--- src/rtl/z_core_inst_encoder.sv ---
// z_core_inst_encoder: packs decoded RV32I fields back into 32-bit instruction
// words, tags each legal word with a sequential instruction-memory address and
// queues {inst, addr} in a small output FIFO.
//
// Optional feature: define Z_CORE_ENC_IMM_CHECK_EN to reject immediates that do
// not fit their format. Without it, out-of-range immediate bits are truncated.
//
// Ports:
//   clk, rst               clock, synchronous active-high reset
//   in_valid / in_ready    field bundle handshake (in_ready = FIFO not full)
//   op, rd, rs1, rs2       opcode and register indices
//   funct3, funct7, imm    function fields, sign-extended 32-bit immediate
//   addr_clr               reload address counter with BASE_ADDR
//   out_valid / out_ready  FIFO head handshake
//   out_inst, out_addr     head word and its address (0 when empty)
//   err, err_count         sticky error flag, saturating reject counter
module z_core_inst_encoder #(
  parameter logic [31:0] BASE_ADDR  = 32'h0000_0000,
  parameter int unsigned FIFO_DEPTH = 4
) (
  input  logic        clk,
  input  logic        rst,
  input  logic        in_valid,
  output logic        in_ready,
  input  logic [6:0]  op,
  input  logic [4:0]  rd,
  input  logic [4:0]  rs1,
  input  logic [4:0]  rs2,
  input  logic [2:0]  funct3,
  input  logic [6:0]  funct7,
  input  logic [31:0] imm,
  input  logic        addr_clr,
  output logic        out_valid,
  input  logic        out_ready,
  output logic [31:0] out_inst,
  output logic [31:0] out_addr,
  output logic        err,
  output logic [7:0]  err_count
);

  localparam int unsigned PtrW = (FIFO_DEPTH > 2) ? $clog2(FIFO_DEPTH) : 1;

  typedef enum logic [2:0] {FmtR, FmtI, FmtS, FmtB, FmtU, FmtJ, FmtBad} fmt_e;

  fmt_e        fmt;
  logic [31:0] enc;
  logic        imm_ok;
  logic        legal;

  // Format selection and packing.
  always_comb begin
    fmt = FmtBad;
    unique case (op)
      7'b0110011:                                      fmt = FmtR;
      7'b0010011, 7'b0000011, 7'b1100111, 7'b1110011: fmt = FmtI;
      7'b0100011:                                      fmt = FmtS;
      7'b1100011:                                      fmt = FmtB;
      7'b0110111, 7'b0010111:                          fmt = FmtU;
      7'b1101111:                                      fmt = FmtJ;
      default:                                         fmt = FmtBad;
    endcase

    enc = '0;
    unique case (fmt)
      FmtR: enc = {funct7, rs2, rs1, funct3, rd, op};
      FmtI: enc = {imm[11:0], rs1, funct3, rd, op};
      FmtS: enc = {imm[11:5], rs2, rs1, funct3, imm[4:0], op};
      FmtB: enc = {imm[12], imm[10:5], rs2, rs1, funct3, imm[4:1], imm[11], op};
      FmtU: enc = {imm[31:12], rd, op};
      FmtJ: enc = {imm[20], imm[10:1], imm[11], imm[19:12], rd, op};
      default: enc = '0;
    endcase
  end

`ifdef Z_CORE_ENC_IMM_CHECK_EN
  // Upper bits must replicate the format's sign bit; B/J offsets must be even.
  always_comb begin
    imm_ok = 1'b1;
    unique case (fmt)
      FmtI, FmtS: imm_ok = (imm[31:11] == {21{imm[11]}});
      FmtB:       imm_ok = (imm[31:12] == {20{imm[12]}}) && !imm[0];
      FmtJ:       imm_ok = (imm[31:20] == {12{imm[20]}}) && !imm[0];
      FmtU:       imm_ok = (imm[11:0] == 12'h000);
      default:    imm_ok = 1'b1;
    endcase
  end
`else
  assign imm_ok = 1'b1;
`endif

  assign legal = (fmt != FmtBad) && imm_ok;

  // FIFO state: pointers carry one extra wrap bit to tell full from empty.
  logic [PtrW:0]  wr_ptr_q, rd_ptr_q;
  logic [31:0]    mem_inst_q [FIFO_DEPTH];
  logic [31:0]    mem_addr_q [FIFO_DEPTH];
  logic [31:0]    addr_q;
  logic           err_q;
  logic [7:0]     err_count_q;
  logic           empty, full, accept, push, pop;
  logic [PtrW-1:0] wr_idx, rd_idx;

  assign wr_idx = wr_ptr_q[PtrW-1:0];
  assign rd_idx = rd_ptr_q[PtrW-1:0];
  assign empty  = (wr_ptr_q == rd_ptr_q);
  assign full   = (wr_ptr_q[PtrW] != rd_ptr_q[PtrW]) && (wr_idx == rd_idx);

  // Gating with rst suppresses any handshake in a reset cycle.
  assign in_ready  = !rst && !full;
  assign out_valid = !rst && !empty;
  assign out_inst  = out_valid ? mem_inst_q[rd_idx] : '0;
  assign out_addr  = out_valid ? mem_addr_q[rd_idx] : '0;
  assign err       = err_q;
  assign err_count = err_count_q;

  assign accept = in_valid && in_ready;
  assign push   = accept && legal;
  assign pop    = out_valid && out_ready;

  always_ff @(posedge clk) begin
    if (rst) begin
      wr_ptr_q    <= '0;
      rd_ptr_q    <= '0;
      addr_q      <= BASE_ADDR;
      err_q       <= 1'b0;
      err_count_q <= '0;
    end else begin
      if (push) wr_ptr_q <= wr_ptr_q + 1'b1;
      if (pop)  rd_ptr_q <= rd_ptr_q + 1'b1;
      // addr_clr wins over the increment; the accepted word keeps the old address.
      if (addr_clr)  addr_q <= BASE_ADDR;
      else if (push) addr_q <= addr_q + 32'd4;
      if (accept && !legal) begin
        err_q <= 1'b1;
        if (err_count_q != 8'hFF) err_count_q <= err_count_q + 8'd1;
      end
    end
  end

  // Storage needs no reset: outputs are masked while the FIFO is empty.
  always_ff @(posedge clk) begin
    if (!rst && push) begin
      mem_inst_q[wr_idx] <= enc;
      mem_addr_q[wr_idx] <= addr_q;
    end
  end

endmodule

--- config.mk ---
export PLATFORM = sky130hd
export DESIGN_NAME = z_core_inst_encoder
export DESIGN_NICKNAME = d
export VERILOG_FILES = /design/src/rtl/z_core_inst_encoder.sv
export SDC_FILE = /design/constraint.sdc
export NUM_CORES = 1
export LEC_CHECK = 0
export ABC_CLOCK_PERIOD_IN_PS = 15000
export CELL_PAD_IN_SITES_DETAIL_PLACEMENT = 1
export CELL_PAD_IN_SITES_GLOBAL_PLACEMENT = 1
export CORE_ASPECT_RATIO = 1.25
export CORE_MARGIN = 4
export CORE_UTILIZATION = 51
export CTS_CLUSTER_SIZE = 8
export DETAILED_ROUTE_END_ITERATION = 16
export PLACE_DENSITY = 0.83
export SLEW_MARGIN = 20
export SYNTH_ARGS = -nofsm -noshare
export SYNTH_HDL_FRONTEND = slang
export SYNTH_SLANG_ARGS = --single-unit
--- constraint.sdc ---
create_clock -name clk -period 15 [get_ports clk]
set_input_delay 3 -clock clk [delete_from_list [all_inputs] [get_ports clk]]
set_output_delay 3 -clock clk [all_outputs]
set_load 0.01 [all_outputs]
Word-level counts from Yosys, hierarchy flattened
Memory sizes are Yosys's and may differ from the RTL's. A register that Yosys moved wholly into a read port is not among the register bits.
Index checks and enable logic that the tools add are counted.
{"block": "op_classes", "addsub": 4, "n_eq_ne": 20, "muxes": 10, "n_reduce_logical": 17}
{"op": "32-bit case mux with 6 select lines", "n": 1}
{"op": "32-bit 2-to-1 mux", "n": 2}
{"op": "32-bit by 3-bit adder with 32-bit output, second input constant", "n": 1}
{"op": "7-bit == test, second input constant", "n": 4}
{"op": "7-bit by 6-bit == test with 1-bit output, second input constant", "n": 3}
{"op": "3-bit case mux with 6 select lines", "n": 1}
{"op": "7-bit by 5-bit == test with 1-bit output, second input constant", "n": 2}
{"op": "8-bit by 1-bit adder with 8-bit output, second input constant", "n": 1}
{"op": "1-bit logical AND", "n": 8}
{"op": "2-bit 2-to-1 mux", "n": 4}
{"op": "8-bit inequality test, second input constant", "n": 1}
{"op": "7-bit by 2-bit == test with 1-bit output, second input constant", "n": 1}
{"op": "3-bit by 1-bit adder with 3-bit output, second input constant", "n": 2}
{"op": "3-bit by 2-bit == test with 1-bit output, second input constant", "n": 2}
{"op": "3-bit == test, second input constant", "n": 2}
{"op": "1-bit logical NOT", "n": 4}
{"op": "2-bit OR reduction", "n": 2}
{"op": "4-bit OR reduction", "n": 1}
{"op": "3-bit by 1-bit == test with 1-bit output, second input constant", "n": 1}
{"op": "3-bit == test", "n": 1}
{"op": "3-bit logical NOT", "n": 1}
{"op": "3-bit inequality test, second input constant", "n": 1}
{"op": "2-bit == test", "n": 1}
{"op": "1-bit 2-to-1 mux", "n": 2}
{"op": "2 further kinds", "n": 2}
{"block": "word_totals", "ff_bits": 47, "ramBits": 256, "inputBits": 69, "word_cells": 58, "mem_count": 2}
{"name": "mem_addr_q", "words": 4, "word_bits": 32, "read_ports": 1, "rd_ports_with_merged_regs": 1, "wr": 1, "line_no": "96", "rtl": "logic [31:0] mem_addr_q [FIFO_DEPTH];"}
{"name": "mem_inst_q", "words": 4, "word_bits": 32, "read_ports": 1, "rd_ports_with_merged_regs": 1, "wr": 1, "line_no": "95", "rtl": "logic [31:0] mem_inst_q [FIFO_DEPTH];"}

Depth between registers and ports, before layout
Gate-level depths: netlist (run 1).
{"block": "depth", "ltp_word": 9, "depth_mapped": 12, "depth_no_buf": 9}

Least setup slack after synthesis (run 1)
Ideal clock, no wire load.
{"block": "synth_path", "path_kind": "input port to output port", "start": "input port rst", "end": "output port out_addr[10]", "arrival_time_ns": 4.001, "required_time_ns": 12.000, "path_slack_ns": 7.999, "path_stages": 5, "path_buffers": 3, "cell_sequence": "clkbuf_1 > nand2b_1 > clkbuf_1 > clkbuf_1 > nor2b_1"}
{"block": "synth_via", "elab_chain_len": 3}
{"item": "start: declaration", "line_no": "22", "rtl": "input logic rst,"}
{"item": "1-bit logical NOT", "line_no": "110", "rtl": "assign out_valid = !rst && !empty;"}
{"item": "1-bit logical AND", "line_no": "110"}
{"item": "32-bit 2-to-1 mux", "line_no": "112", "rtl": "assign out_addr = out_valid ? mem_addr_q[rd_idx] : '0;"}
{"item": "end: declaration", "line_no": "36", "rtl": "output logic [31:0] out_addr,"}
Every way passes these cells.

Final worst setup path (run 1)
{"block": "layout_path", "start": "input port rst", "end": "output port out_inst[18]"}
{"block": "layout_via", "elab_chain_len": 3}
{"item": "1-bit logical NOT", "line_no": "110"}
{"item": "1-bit logical AND", "line_no": "110"}
{"item": "32-bit 2-to-1 mux", "line_no": "111", "rtl": "assign out_inst = out_valid ? mem_inst_q[rd_idx] : '0;"}
{"item": "end: declaration", "line_no": "35", "rtl": "output logic [31:0] out_inst,"}
Every way passes these cells.

==> metrics.txt, run 1 <==
# TYPE chip_impl_metric gauge
chip_impl_info{name="status",value="finished clean"} 1
chip_impl_metric{name="post_layout_nonfiller_instances",unit=""} 1311
chip_impl_metric{name="post_cts.repair.setup_buffers",unit=""} 0
chip_impl_metric{name="htree_num_levels",unit=""} 2
chip_impl_metric{name="irDropWorstVdd",unit="mV"} 0.127
chip_impl_metric{name="crit_buf_inv",unit=""} 3
chip_impl_metric{name="synth_enable_flop_cells",unit=""} 248
chip_impl_metric{name="route.detailed.wl_per_inst",unit="microns"} 23.8
chip_impl_metric{name="drt_pass1_iterations",unit=""} 4
chip_impl_metric{name="routabilityCongestion",unit=""} 0.777
chip_impl_info{name="critPathSlowestCell",value="sky130_fd_sc_hd__clkdlybuf4s50_1"} 1
chip_impl_metric{name="grt_first_pass_wirelength",unit="mm"} 49.0
chip_impl_metric{name="critPathArrivalTime",unit="ns"} 5.70
chip_impl_metric{name="seqCellArea",unit="sq um"} 8390
chip_impl_metric{name="worst_slew_pin_slew",unit="ns"} 0.941
chip_impl_info{name="cts_tree",value="built"} 1
chip_impl_metric{name="maxSlewViolCount",unit=""} 0
chip_impl_metric{name="power_per_cell_area",unit="nW/um^2"} 117
chip_impl_metric{name="io_buffer_count",unit=""} 141
chip_impl_metric{name="fmax",unit="MHz"} 115
chip_impl_metric{name="antenna_cells_inserted",unit=""} 0
chip_impl_metric{name="worstSkewPairLatency",unit="ns"} 0.52
chip_impl_metric{name="crit_required",unit="ns"} 12.00
chip_impl_metric{name="dr.first_iter.drc_count",unit=""} 442
chip_impl_metric{name="period_minus_slack",unit="ns"} 8.70
chip_impl_info{name="cp_cell_sequence",value="clkdlybuf4s50_1, nand2b_2, buf_4, nor2b_1, clkdlybuf4s50_1"} 1
chip_impl_metric{name="drive_gt1_share",unit="%"} 14.6
chip_impl_info{name="family_with_the_most_delay_on_the_worst_path",value="buffers and inverters"} 1
chip_impl_metric{name="clk_transition_reported_paths",unit="ns"} 0.05
chip_impl_metric{name="final-hold-violation-count",unit=""} 0
chip_impl_metric{name="synth.lib_cells_used.distinct",unit=""} 65
chip_impl_metric{name="setup.reg_to_reg.worst_slack",unit="ns"} 11.52
chip_impl_metric{name="fin_setup_tns",unit="ns"} 0
chip_impl_metric{name="setup_viol_count_final",unit=""} 0
chip_impl_metric{name="initial_antenna_violation_count",unit=""} 0
chip_impl_info{name="yosys_most_used_dff",value="sky130_fd_sc_hd__edfxtp_1"} 1
chip_impl_metric{name="fin_nets",unit=""} 1037
chip_impl_metric{name="power.static_leakage",unit="nW"} 4.89
chip_impl_metric{name="cap_viol_max_count",unit=""} 0
chip_impl_metric{name="synth-seq-area-share",unit="%"} 67.3
chip_impl_metric{name="grt_pass1_vias",unit=""} 8321
chip_impl_info{name="end_kind",value="primary output"} 1
chip_impl_metric{name="initial_utilization",unit="%"} 52.2
chip_impl_metric{name="drt_wl_total",unit="mm"} 31.2
chip_impl_metric{name="cp_slowest_stage_delay",unit="ns"} 0.91
chip_impl_info{name="netlist_top_cells_area",value="sky130_fd_sc_hd__edfxtp_1 (60%), sky130_fd_sc_hd__mux4_2 (11%), sky130_fd_sc_hd__dfxtp_1 (7.6%)"} 1
chip_impl_info{name="synth_top_area_cell",value="sky130_fd_sc_hd__edfxtp_1"} 1
chip_impl_metric{name="design.portCount",unit=""} 144
chip_impl_info{name="crit_path_frequent_cell",value="sky130_fd_sc_hd__clkdlybuf4s50_1"} 1
chip_impl_info{name="criticalPathCategory",value="in -> out"} 1
chip_impl_metric{name="multi_input_area",unit="sq um"} 3860
chip_impl_metric{name="placedInstanceArea",unit="sq um"} 14200
chip_impl_metric{name="floorplan_die_width",unit="microns"} 148
chip_impl_metric{name="rows",unit=""} 63
chip_impl_metric{name="drc_errors",unit=""} 0
chip_impl_metric{name="post-route-cell-area",unit="sq um"} 15400
chip_impl_info{name="ys_top_cells_by_count",value="sky130_fd_sc_hd__edfxtp_1 (248), sky130_fd_sc_hd__nor2_1 (73), sky130_fd_sc_hd__nor2b_1 (65)"} 1
chip_impl_info{name="setup_repair_after_global_routing_missed_its_margin",value="false"} 1
chip_impl_info{name="worstSetupStartpointType",value="input pin"} 1
chip_impl_metric{name="grt_use_total",unit="%"} 23.7
chip_impl_metric{name="worst_slew_margin_rel",unit="%"} 37.3
chip_impl_metric{name="area_growth_syn_to_layout",unit="%"} 23.5
chip_impl_metric{name="grt_overflow",unit=""} 0
chip_impl_metric{name="postCtsHoldBufs",unit=""} 0
chip_impl_metric{name="cp_max_fo",unit=""} 52
chip_impl_metric{name="synth_async_sr_flop_share",unit="%"} 0
chip_impl_info{name="root_buffer",value="sky130_fd_sc_hd__clkbuf_16"} 1
chip_impl_metric{name="floorplan_core_area",unit="sq um"} 23900
chip_impl_metric{name="dieArea",unit="sq um"} 27000
chip_impl_metric{name="vias_per_cell",unit=""} 5.71
chip_impl_metric{name="number_of_buffers_on_the_longest_clock_path",unit=""} 3
chip_impl_metric{name="postSynthAreaPerCell",unit="sq um"} 15.5
chip_impl_metric{name="yosys_warnings",unit=""} 0
chip_impl_metric{name="cts_made_buffers",unit=""} 42
chip_impl_metric{name="die-height",unit="microns"} 183
chip_impl_metric{name="syn-cell-area",unit="sq um"} 12500
chip_impl_metric{name="post_cts_resized",unit=""} 0
chip_impl_metric{name="filler_cell_count",unit=""} 2187
chip_impl_metric{name="timing.final.crit_share",unit="%"} 58.0
chip_impl_metric{name="ys_seq_elements",unit=""} 295
chip_impl_metric{name="total_number_of_vias",unit=""} 7485
chip_impl_metric{name="netlist.area_leader.share",unit="%"} 59.8
chip_impl_metric{name="skew",unit="ns"} 0.0195
chip_impl_info{name="synth.most_common_cell",value="sky130_fd_sc_hd__edfxtp_1"} 1
chip_impl_metric{name="antenna_left",unit=""} 0
chip_impl_metric{name="placedCellCount",unit=""} 1241
chip_impl_metric{name="grt_start_max_net_pins",unit=""} 56
chip_impl_metric{name="netlist_instances",unit=""} 804
chip_impl_info{name="hold_class",value="reg -> reg"} 1
chip_impl_metric{name="cts.sink_count",unit=""} 295
chip_impl_metric{name="dp_hpwl",unit="mm"} 18.9
per-layer routing:
metal	up-vias	wire length, microns	track usage (%)
met2	238	16500	42.8
li1	3364	-	-
met3	51	1740	4.35
met4	0	667	6.12
met1	3832	12300	29.7
met5	-	0	0
worst reg2reg max path, cell delays in order, from the launching register on:
cell and delay, ns:
sky130_fd_sc_hd__dfxtp_1 0.43, sky130_fd_sc_hd__xnor2_1 0.16, sky130_fd_sc_hd__a311o_1 0.43, sky130_fd_sc_hd__a211oi_2 0.58, sky130_fd_sc_hd__and2_2 0.86, sky130_fd_sc_hd__buf_4 0.63
through the flow:
step                      setup slack, ns  util, %  hold slack, ns  total power, mW
after floorplan                      8.00        -           0.479            0.929
after global placement               6.39     59.4           0.452            0.963
after detailed placement             6.31     59.4           0.479            0.964
after CTS                            6.27     64.4           0.490             1.81
after global routing                 6.12     64.4           0.508             1.86
final                                6.30     64.4           0.485             1.80
worst paths after layout:
kind                                  start                end  cells after the start
worst max-delay path                    rst       out_inst[18]                      5
worst min-delay path                    err                err                      2
worst max register to register  wr_ptr_q[0]  mem_inst_q[0][19]                      5
worst min register to register          err                err                      2
kinds of logic after synthesis:
group                      Yosys count  share of synthesized area, %
AOI/OAI and AO/OA                   68                          3.82
xor gates and xnor gates            35                          2.46
adders and majority gates            8                         0.804
buffers and inverters               54                          1.76
DFF                                295                          67.3
muxes                               79                          12.6
other                                1                        0.0301
and+or+nand+nor                    264                          11.2
sequential cells by signal (all words and copies together), names as in the netlist, named ones only:
register	flops
rd_ptr_q	3
err_count	8
wr_ptr_q	3
mem_inst_q	128
addr_q	30
mem_addr_q	120
err	1
report_power, final:
part | leakage (nW) | internal (mW) | switching [mW]
Clock | 0.563 | 0.518 | 0.329
Combinational | 1.61 | 0.0356 | 0.0307
Sequential | 2.71 | 0.882 | 0.00169
Total | 4.89 | 1.44 | 0.362
layout by cell type (no fill, tap or decap), types with 25 or more instances in the layout:
cell type | Yosys | final
sky130_fd_sc_hd__dfxtp_1 | 47 | 45
sky130_fd_sc_hd__edfxtp_1 | 248 | 248
sky130_fd_sc_hd__clkbuf_16 | 0 | 42
sky130_fd_sc_hd__nand2_1 | 43 | 43
sky130_fd_sc_hd__xnor2_1 | 31 | 31
sky130_fd_sc_hd__mux4_2 | 62 | 62
sky130_fd_sc_hd__clkbuf_1 | 25 | 25
sky130_fd_sc_hd__nor2_1 | 73 | 73
sky130_fd_sc_hd__nor2b_1 | 65 | 65
sky130_fd_sc_hd__clkdlybuf4s50_1 | 0 | 141
area by class of cell:
type	count	area share (%)
Clock buffer	67	7.44
Clock inverter	3	0.220
Inverter	15	0.366
Multi-Input combinational cell	456	25.1
Sequential cell	295	54.6
Tap cell	325	2.64
Timing Repair Buffer	150	9.64
Note: power is estimated with default switching activity, not from simulation.
==> run 2: changes to the inputs <==
--- a/config.mk
+++ b/config.mk
@@ -5,15 +5,15 @@
 export SDC_FILE = /design/constraint.sdc
 export NUM_CORES = 1
 export LEC_CHECK = 0
-export ABC_CLOCK_PERIOD_IN_PS = 15000
+export ABC_CLOCK_PERIOD_IN_PS = 7730
 export CELL_PAD_IN_SITES_DETAIL_PLACEMENT = 1
 export CELL_PAD_IN_SITES_GLOBAL_PLACEMENT = 1
 export CORE_ASPECT_RATIO = 1.25
 export CORE_MARGIN = 4
-export CORE_UTILIZATION = 51
+export CORE_UTILIZATION = 42
 export CTS_CLUSTER_SIZE = 8
 export DETAILED_ROUTE_END_ITERATION = 16
-export PLACE_DENSITY = 0.83
+export PLACE_DENSITY = 0.73
 export SLEW_MARGIN = 20
 export SYNTH_ARGS = -nofsm -noshare
 export SYNTH_HDL_FRONTEND = slang
==> constraint.sdc (replaced) <==
create_clock -name clk -period 7.73 [get_ports clk]
set_input_delay 1.546 -clock clk [delete_from_list [all_inputs] [get_ports clk]]
set_output_delay 1.546 -clock clk [all_outputs]
set_load 0.01 [all_outputs]
==> metrics.txt, run 2 (same netlist as run 1, synthesis figures left out) <==
# TYPE chip_impl_metric gauge
chip_impl_info{name="status",value="finished clean"} 1
chip_impl_metric{name="worst_slew_pin_slew",unit="ns"} 0.997
chip_impl_info{name="critPathSlowestCell",value="sky130_fd_sc_hd__and2_2"} 1
chip_impl_metric{name="drive_gt1_share",unit="%"} 14.6
chip_impl_info{name="end_kind",value="flip-flop"} 1
chip_impl_metric{name="post_layout_nonfiller_instances",unit=""} 1387
chip_impl_metric{name="grt_use_total",unit="%"} 18.5
chip_impl_metric{name="cts_made_buffers",unit=""} 42
chip_impl_metric{name="number_of_buffers_on_the_longest_clock_path",unit=""} 3
chip_impl_metric{name="htree_num_levels",unit=""} 2
chip_impl_info{name="cts_tree",value="built"} 1
chip_impl_metric{name="grt_overflow",unit=""} 0
chip_impl_metric{name="power.static_leakage",unit="nW"} 5.17
chip_impl_metric{name="fin_setup_tns",unit="ns"} 0
chip_impl_metric{name="filler_cell_count",unit=""} 2832
chip_impl_metric{name="post_cts_resized",unit=""} 0
chip_impl_metric{name="antenna_left",unit=""} 0
chip_impl_metric{name="floorplan_core_area",unit="sq um"} 29300
chip_impl_info{name="final_cell_mix",value="sky130_fd_sc_hd__edfxtp_1 (248), sky130_fd_sc_hd__clkdlybuf4s50_1 (141), sky130_fd_sc_hd__nor2_1 (73)"} 1
chip_impl_metric{name="clk_transition_reported_paths",unit="ns"} 0.05
chip_impl_metric{name="crit_required",unit="ns"} 7.93
chip_impl_metric{name="die-height",unit="microns"} 201
chip_impl_metric{name="grtUsageMet1",unit="%"} 23.4
chip_impl_info{name="worstSetupStartpointType",value="input pin"} 1
chip_impl_metric{name="floorplan_die_width",unit="microns"} 162
chip_impl_info{name="cp_cell_sequence",value="clkdlybuf4s50_1, nor4b_1, nor2b_1, clkinv_1, ha_1, and2_1, a211oi_2, and2_2, buf_12"} 1
chip_impl_metric{name="placedCellCount",unit=""} 1312
chip_impl_metric{name="irDropWorstVdd",unit="mV"} 0.128
chip_impl_info{name="root_buffer",value="sky130_fd_sc_hd__clkbuf_16"} 1
chip_impl_metric{name="grtUsageMet2",unit="%"} 32.6
chip_impl_metric{name="cts.sink_count",unit=""} 295
chip_impl_metric{name="grt_start_max_net_pins",unit=""} 54
chip_impl_metric{name="drc_errors",unit=""} 0
chip_impl_metric{name="postCtsHoldBufs",unit=""} 0
chip_impl_metric{name="power_per_cell_area",unit="nW/um^2"} 226
chip_impl_metric{name="largest_register_ffs",unit=""} 128
chip_impl_metric{name="final-hold-violation-count",unit=""} 0
chip_impl_metric{name="drt_pass1_iterations",unit=""} 5
chip_impl_info{name="mostFrequentLayoutCell",value="sky130_fd_sc_hd__edfxtp_1"} 1
chip_impl_metric{name="seqCellArea",unit="sq um"} 8390
chip_impl_metric{name="worst_slew_margin_rel",unit="%"} 33.5
chip_impl_metric{name="io_buffer_count",unit=""} 141
chip_impl_info{name="most_flops_register",value="mem_inst_q"} 1
chip_impl_metric{name="initial_antenna_violation_count",unit=""} 0
chip_impl_metric{name="totalPowerFinal",unit="mW"} 3.52
chip_impl_metric{name="grt_first_pass_wirelength",unit="mm"} 47.1
chip_impl_metric{name="drt_wl_total",unit="mm"} 30.1
chip_impl_metric{name="crit_buf_inv",unit=""} 3
chip_impl_info{name="layout_top_registers",value="mem_inst_q x128, mem_addr_q x120, addr_q x30"} 1
chip_impl_metric{name="vias_per_cell",unit=""} 5.36
chip_impl_metric{name="design.portCount",unit=""} 144
chip_impl_metric{name="cp_max_fo",unit=""} 43
chip_impl_metric{name="critPathArrivalTime",unit="ns"} 5.96
chip_impl_metric{name="post_cts.repair.setup_buffers",unit=""} 0
chip_impl_metric{name="total_number_of_vias",unit=""} 7428
chip_impl_metric{name="groute.layer.met3.usage",unit="%"} 3.43
chip_impl_metric{name="worstSkewPairLatency",unit="ns"} 0.53
chip_impl_metric{name="cap_viol_max_count",unit=""} 0
chip_impl_metric{name="fin_nets",unit=""} 1037
chip_impl_metric{name="dp_hpwl",unit="mm"} 19.3
chip_impl_info{name="family_with_the_most_delay_on_the_worst_path",value="simple AND/OR/NAND/NOR gates"} 1
chip_impl_metric{name="timing.final.crit_share",unit="%"} 74.6
chip_impl_metric{name="area_growth_syn_to_layout",unit="%"} 24.9
chip_impl_metric{name="rows",unit=""} 70
chip_impl_metric{name="skew",unit="ns"} 0.0183
chip_impl_metric{name="initial_utilization",unit="%"} 42.6
chip_impl_metric{name="dieArea",unit="sq um"} 32500
chip_impl_metric{name="cp_slowest_stage_delay",unit="ns"} 0.70
chip_impl_metric{name="fmax",unit="MHz"} 173
chip_impl_metric{name="setup_viol_count_final",unit=""} 0
chip_impl_metric{name="route.detailed.wl_per_inst",unit="microns"} 21.7
chip_impl_metric{name="setup.reg_to_reg.worst_slack",unit="ns"} 4.73
chip_impl_info{name="hold_class",value="reg -> reg"} 1
chip_impl_metric{name="antenna_cells_inserted",unit=""} 0
chip_impl_info{name="layer_carrying_the_most_global_route_usage",value="met2"} 1
chip_impl_metric{name="dr.first_iter.drc_count",unit=""} 459
chip_impl_metric{name="multi_input_area",unit="sq um"} 3870
chip_impl_metric{name="grt_pass1_vias",unit=""} 8121
chip_impl_metric{name="routabilityCongestion",unit=""} 0.779
chip_impl_info{name="setup_repair_after_global_routing_missed_its_margin",value="false"} 1
chip_impl_metric{name="maxSlewViolCount",unit=""} 0
chip_impl_info{name="criticalPathCategory",value="in -> reg"} 1
chip_impl_metric{name="period_minus_slack",unit="ns"} 5.77
-- run 2: layer usage --
| metal | share of wire, % | up-vias |
|---|---|---|
| met5 | 0 | - |
| met3 | 6.0 | 53 |
| met4 | 2.5 | 0 |
| li1 | - | 3373 |
| met2 | 52 | 217 |
| met1 | 40 | 3785 |
-- run 2: area by class of cell --
class	instances	area share, %
inverter	15	0.362
clock buffer	73	7.64
clock inverter	2	0.185
timing repair buffer	150	9.83
tap	396	3.18
multi-input combinational	456	24.9
sequential	295	53.9
-- run 2: worst register-to-register path: stages (launching register included) --
cell and delay [ns]:
sky130_fd_sc_hd__dfxtp_1 0.45, sky130_fd_sc_hd__xnor2_1 0.17, sky130_fd_sc_hd__a311o_1 0.42, sky130_fd_sc_hd__a211oi_2 0.54, sky130_fd_sc_hd__and2_2 0.70, sky130_fd_sc_hd__buf_12 0.35
-- run 2: path summary, 6_finish.rpt --
| path | depth (start not counted) | start | end |
|---|---|---|---|
| worst max-delay path | 9 | op[2] | mem_addr_q[1][17] |
| worst min-delay path | 2 | err | err |
| worst max register to register | 5 | wr_ptr_q[0] | mem_addr_q[1][17] |
| worst min register to register | 2 | err | err |
-- run 2: report_power, final --
| group | leakage (nW) | internal, mW | switching, mW |
|---|---|---|---|
| Combinational | 1.63 | 0.0671 | 0.0565 |
| Clock | 0.580 | 1.04 | 0.645 |
| Sequential | 2.96 | 1.71 | 0.00522 |
-- run 2: metrics by stage --
step	area, sq um	setup slack (ns)	hold WS [ns]	util (%)
6_report	15600	1.96	0.481	53.2
5_1_grt	15600	1.60	0.546	53.2
4_1_cts	15600	1.97	0.488	53.2
3_5_place_dp	14300	1.47	0.474	49.0
3_3_place_gp	14300	1.53	0.467	49.0
2_1_floorplan	12500	2.21	0.479	-
